File: src/rtl/seg_pkg.sv
// Shared display definitions: hex segment table, dark-output constants and scan FSM encoding.
package seg_pkg;

  localparam logic [7:0] SEG_BLANK = 8'hFF;
  localparam logic [3:0] DRV_OFF   = 4'hF;

  // Active-high g..a patterns for hex 0..F; index 0 is the leftmost entry.
  localparam logic [0:15][6:0] SEG_TABLE = {
    7'h3F, 7'h06, 7'h5B, 7'h4F, 7'h66, 7'h6D, 7'h7D, 7'h07,
    7'h7F, 7'h6F, 7'h77, 7'h7C, 7'h39, 7'h5E, 7'h79, 7'h71
  };

  typedef enum logic {
    BLANK = 1'b0,
    DRIVE = 1'b1
  } state_t;

  typedef struct packed {
    logic [3:0]  dp;
    logic [15:0] digits;
  } disp_word_t;

endpackage

File: src/rtl/seg_hex_decode.sv
// Hex digit plus decimal point to active-low seven-segment pattern.
module seg_hex_decode
  import seg_pkg::*;
(
  input  logic [3:0] digit,
  input  logic       dp,
  output logic [7:0] seg_c
);

  always_comb begin
    seg_c = ~{dp, SEG_TABLE[digit]};
  end

endmodule

File: src/rtl/seg_scan_ctrl.sv
// Four-digit seven-segment scan scheduler with per-slot blanking, PWM dimming
// and frame-synchronous display updates.
module seg_scan_ctrl
  import seg_pkg::*;
#(
  parameter int unsigned CLKS_PER_SLOT = 100000,
  parameter int unsigned BLANK_CYCLES  = 1000
) (
  input  logic        Clk_100M,
  input  logic        nReset,
  input  logic [15:0] Digits,
  input  logic [3:0]  DP_In,
  input  logic [3:0]  Brightness,
  input  logic        Load,
  output logic [3:0]  SegmentDrivers,
  output logic [7:0]  SevenSegment,
  output logic        FrameDone
);

  localparam int unsigned CW = $clog2(CLKS_PER_SLOT);

  logic [CW-1:0] slot_cnt;
  logic [1:0]    digit_idx;
  state_t        state, state_nx;
  disp_word_t    staging, shadow;
  logic          pending;

  logic          slot_end_c, frame_end_c, lit_c;
  logic [3:0]    digit_sel_c;
  logic          dp_sel_c;
  logic [7:0]    seg_c;
  logic [3:0]    drv_c;

  assign slot_end_c  = (slot_cnt == CW'(CLKS_PER_SLOT - 1));
  assign frame_end_c = slot_end_c && (digit_idx == 2'd3);

  // Slot and digit position counters.
  always_ff @(posedge Clk_100M or negedge nReset) begin
    if (!nReset) begin
      slot_cnt  <= '0;
      digit_idx <= 2'd0;
    end else if (slot_end_c) begin
      slot_cnt  <= '0;
      digit_idx <= digit_idx + 2'd1;
    end else begin
      slot_cnt  <= slot_cnt + CW'(1);
    end
  end

  always_ff @(posedge Clk_100M or negedge nReset) begin
    if (!nReset) state <= BLANK;
    else         state <= state_nx;
  end

  // The exit cycle of DRIVE stays dark so the registered outputs show a full
  // BLANK_CYCLES+1 dark window at the start of every slot.
  always_comb begin
    state_nx = state;
    lit_c    = 1'b0;
    case (state)
      BLANK: begin
        if (slot_cnt == CW'(BLANK_CYCLES - 1)) state_nx = DRIVE;
      end
      DRIVE: begin
        if (slot_end_c) state_nx = BLANK;
        else            lit_c    = (slot_cnt[3:0] < Brightness);
      end
    endcase
  end

  // Staged load; shadow only changes at a frame wrap so a frame never tears.
  always_ff @(posedge Clk_100M or negedge nReset) begin
    if (!nReset) begin
      staging <= '0;
      shadow  <= '0;
      pending <= 1'b0;
    end else if (frame_end_c) begin
      pending <= 1'b0;
      if (Load)         shadow <= '{dp: DP_In, digits: Digits};
      else if (pending) shadow <= staging;
    end else if (Load) begin
      staging <= '{dp: DP_In, digits: Digits};
      pending <= 1'b1;
    end
  end

  assign digit_sel_c = shadow.digits[{digit_idx, 2'b00} +: 4];
  assign dp_sel_c    = shadow.dp[digit_idx];
  assign drv_c       = ~(4'b0001 << digit_idx);

  seg_hex_decode u_dec (
    .digit (digit_sel_c),
    .dp    (dp_sel_c),
    .seg_c (seg_c)
  );

  always_ff @(posedge Clk_100M or negedge nReset) begin
    if (!nReset) begin
      SegmentDrivers <= DRV_OFF;
      SevenSegment   <= SEG_BLANK;
      FrameDone      <= 1'b0;
    end else begin
      SegmentDrivers <= lit_c ? drv_c : DRV_OFF;
      SevenSegment   <= lit_c ? seg_c : SEG_BLANK;
      FrameDone      <= frame_end_c;
    end
  end

endmodule

File: config.mk
export PLATFORM = sky130hd
export DESIGN_NAME = seg_scan_ctrl
export DESIGN_NICKNAME = d
export VERILOG_FILES = /design/src/rtl/seg_pkg.sv /design/src/rtl/seg_hex_decode.sv /design/src/rtl/seg_scan_ctrl.sv
export SDC_FILE = /design/constraint.sdc
export NUM_CORES = 1
export LEC_CHECK = 0
export CORE_MARGIN = 5
export CORE_UTILIZATION = 51
export DETAILED_ROUTE_END_ITERATION = 10
export HOLD_SLACK_MARGIN = 0.03
export PLACE_DENSITY = 0.78
export SLEW_MARGIN = 20
export SYNTH_ARGS = -nofsm -noshare
export SYNTH_HDL_FRONTEND = slang
export SYNTH_SLANG_ARGS = --single-unit
export TNS_END_PERCENT = 5
File: constraint.sdc
create_clock -name Clk_100M -period 2.2 [get_ports Clk_100M]
set_clock_uncertainty 0.15 [all_clocks]
set_input_delay 0.22 -clock Clk_100M [delete_from_list [all_inputs] [get_ports Clk_100M]]
set_output_delay 0.22 -clock Clk_100M [all_outputs]
set_load 0.01 [all_outputs]
==> summary.txt <==
Run status
  • Outcome: finished, final reports clean

Power and ir drop
  • Switching pwr: 0.599 mW
  • Static Leak: 2.21 nW
  • Switching share of power: 0.216
  • P per Cell Area: 586 nW/um^2
  • Tot Pwr: 2.78 mW
  • Cell Int Power: 2.18 mW
  • Gate power share: 0.081
  • Peak supply drop: 0.000413 V
  • Clock power share: 0.408
  • Reg power frac: 0.510

GRT
  • Antenna violations before repair: 0
  • GRT Residual Overflow: 0
  • First-pass GRT wire length: 11,500 um
  • GRT Total Usage: 0.163
  • Vias in the first global route: 2,451
  • Largest net degree at the start of global routing: 75

Yosys
  • Main flop type after synthesis: dfrtp_1
  • Synth warn: 0
  • Most numerous cell in the Yosys netlist: dfrtp_1
  • Yosys reg bits: 74
  • Post-synth top cells: dfrtp_1 (62), mux2_4 (40), mux2_2 (26)
  • Top-area cell type share of the netlist area: 0.410
  • EDFF count, synth: 0
  • Synth Area per Inst: 13.4 sq um
  • Yosys cell types: 41
  • Synth area leaders: dfrtp_1 (41%), mux2_4 (16%), dfstp_2 (8.3%)
  • Yosys top cell by area: dfrtp_1
  • Syn Nets: 324
  • Mapped Area: 3780 sq um
  • FFs w/ async S/R, synth: 1.00
  • Gate Count Post-Synth: 283
  • Sequential area share after synthesis: 0.493

Final layout
  • Share of cells above drive strength 1: 0.384
  • Final instance area: 4740 sq um
  • Antenna diodes: 0
  • P&R area growth vs syn: 25.1%
  • Nets: 390

Placement
  • Routability cong.: 0.784
  • IO Port Bufs: 39
  • Cell Area, Placed: 4450 sq um
  • DP HPWL: 4930 um
  • Pre-CTS setup slack: -0.105 ns

Timing
  • Measured slew at the worst slew-check pin: 0.378 ns
  • Setup violators final: 0
  • Minimum clock period: 2.17 ns
  • FMAX: 462 MHz
  • Fin crit share: 0.984
  • Max-slew headroom: 0.748
  • Slew Viols, Final: 0
  • Setup slack after layout: 0.0345 ns
  • Hold slack: 0.282 ns
  • Final hold vios: 0
  • Setup repair after global routing missed its margin: yes

Worst setup path
  • CP Data Required Time: 2.27 ns
  • Setup CP Type: flop to flop
  • Worst EP arrival: 2.24 ns
  • Element type at the critical path end: flop
  • Setup slack, reg-to-reg: 0.03 ns
  • Startpoint Class: flop
  • Crit-path max FO: 16

Detailed routing
  • Drt drc: 0
  • Number of DRC violations after detailed-routing iteration 0: 82
  • First drt pass iteration count: 4
  • Routed len/inst: 15.5 um
  • DR vias/cell: 5.23
  • Routed Antenna Nets: 0
  • Routed wire length: 7030 um
  • Via count: 2,368

Clock network
  • Inserted Clock Buffers: 9
  • Max clock buf depth: 2
  • CTS H-tree lvls: 3
  • CTS tree: done
  • Root Driver: clkbuf_8
  • Clk pin slew, worst setup/hold paths: 0.08 ns
  • CTS Sinks: 74
  • Clk_lat worst skew: 0.34 ns

Die
  • Core Region: 7250 sq um
  • # IOs: 40
  • Die H: 96.1 um
  • Site Rows: 31
  • Die Footprint: 9240 sq um
  • Die width: 96.1 um
  • Initial Util: 0.522

Job
  • Max-cap violations: 0

Worst hold path
  • Worst hold-check path type: input pin to async pin
==> flip-flops by register name, indices dropped and copies added, names as in the netlist <==
signal          cells
digit_idx           2
state               1
slot_cnt           17
FrameDone           1
staging            20
shadow             20
SegmentDrivers      4
SevenSegment        8
pending             1
==> metal layers <==
layer  routed length (um)  vias to the layer above  GRT usage  share of wire
met4                   90                        0     0.0628          0.013
met2                 3430                       56      0.267           0.49
met1                 3140                     1168      0.210           0.45
met5                    0                        -          0              0
li1                     -                     1133          -              -
met3                  361                       11     0.0352          0.051
==> path summary, 6_finish.rpt <==
kind                         startpoint         endpoint  cells past startpoint
max in group asynchronous        nReset  SevenSegment[2]                      3
min in group Clk_100M           pending          pending                      2
hold reg to reg                 pending          pending                      2
setup reg to reg           slot_cnt[11]      staging[16]                      6
setup / recovery           slot_cnt[11]      staging[16]                      6
hold / removal                   nReset     slot_cnt[12]                      3
==> layout make-up <==
type | count | area, sq um
Inverter | 10 | 37.5
Timing Repair Buffer | 67 | 648
Clock buffer | 9 | 124
Clock inverter | 7 | 93.8
Fill cell | 542 | 2520
Multi-Input combinational cell | 187 | 1840
Sequential cell | 74 | 1870
Tap cell | 99 | 124
==> metrics by stage <==
stage                     setup TNS [ns]  cells   util
after floorplan                        0    283      -
after global placement             -1.72    434  0.614
after detailed placement           -3.58    434  0.614
after CTS                              0    451  0.646
after global routing              -0.605    453  0.653
final                                  0    453  0.653
==> kinds of logic after synthesis <==
group | share of synthesized area
simple gates | 0.0859
fa+ha+maj | 0.0463
xor+xnor | 0.0324
compound gates | 0.0397
mux | 0.270
buf+inv | 0.0327
flops | 0.493
==> power by group through the flow <==
| stage | Clock [mW] | Combinational, mW | Sequential, mW |
|---|---|---|---|
| after detailed placement | 0 | 0.226 | 1.44 |
| final | 1.13 | 0.225 | 1.42 |
| after CTS | 1.17 | 0.229 | 1.42 |
| after floorplan | 0 | 0.123 | 1.44 |
| after global placement | 0 | 0.223 | 1.44 |
| after global routing | 1.24 | 0.243 | 1.42 |
==> worst max-delay path: stages, from the launching register on <==
cell and delay (ns):
dfrtp_1 0.39, or4_4 0.55, nor2_4 0.13, and3_4 0.24, a21boi_2 0.09, buf_12 0.18, mux2_4 0.30
==> layout by cell type (no fill, tap or decap), drive strengths merged, types with 2 or more instances in the layout <==
cell type      synthesis  routed
o211ai                 2       2
clkinvlp               0       2
nand4                  2       2
nand3                 11      11
dfstp                 12      12
mux2i                  6       6
mux2                  66      66
bufinv                 0       2
o21ai                  3       3
clkbuf                 4       9
mux4                   3       3
ha                    14      14
o221ai                 2       2
o311ai                 2       2
clkinv                 1       4
xnor2                  9       9
nor3                   5       5
or2                    2       2
dfrtp                 62      62
a21o                   3       3
xor2                   5       5
nor2                  17      17
and3                   2       2
a21oi                  4       4
clkdlybuf4s50          0      38
nand2                 12      12
inv                    9       9
buf                    8      28
nor4b                  2       2
nand2b                 2       2
and2                   2       2
==> what timing repair did <==
| action | 4_1_cts | 5_1_grt |
|---|---|---|
| setup endpoints to repair | 43 | 43 |
| hold endpoints to repair | 62 | 0 |
| hold buffers | 1 | 0 |
| setup buffers | 0 | 2 |
| pin swaps | 0 | 1 |
| resized for setup | 4 | 7 |
No activity file was read; power rests on OpenSTA's default activity.
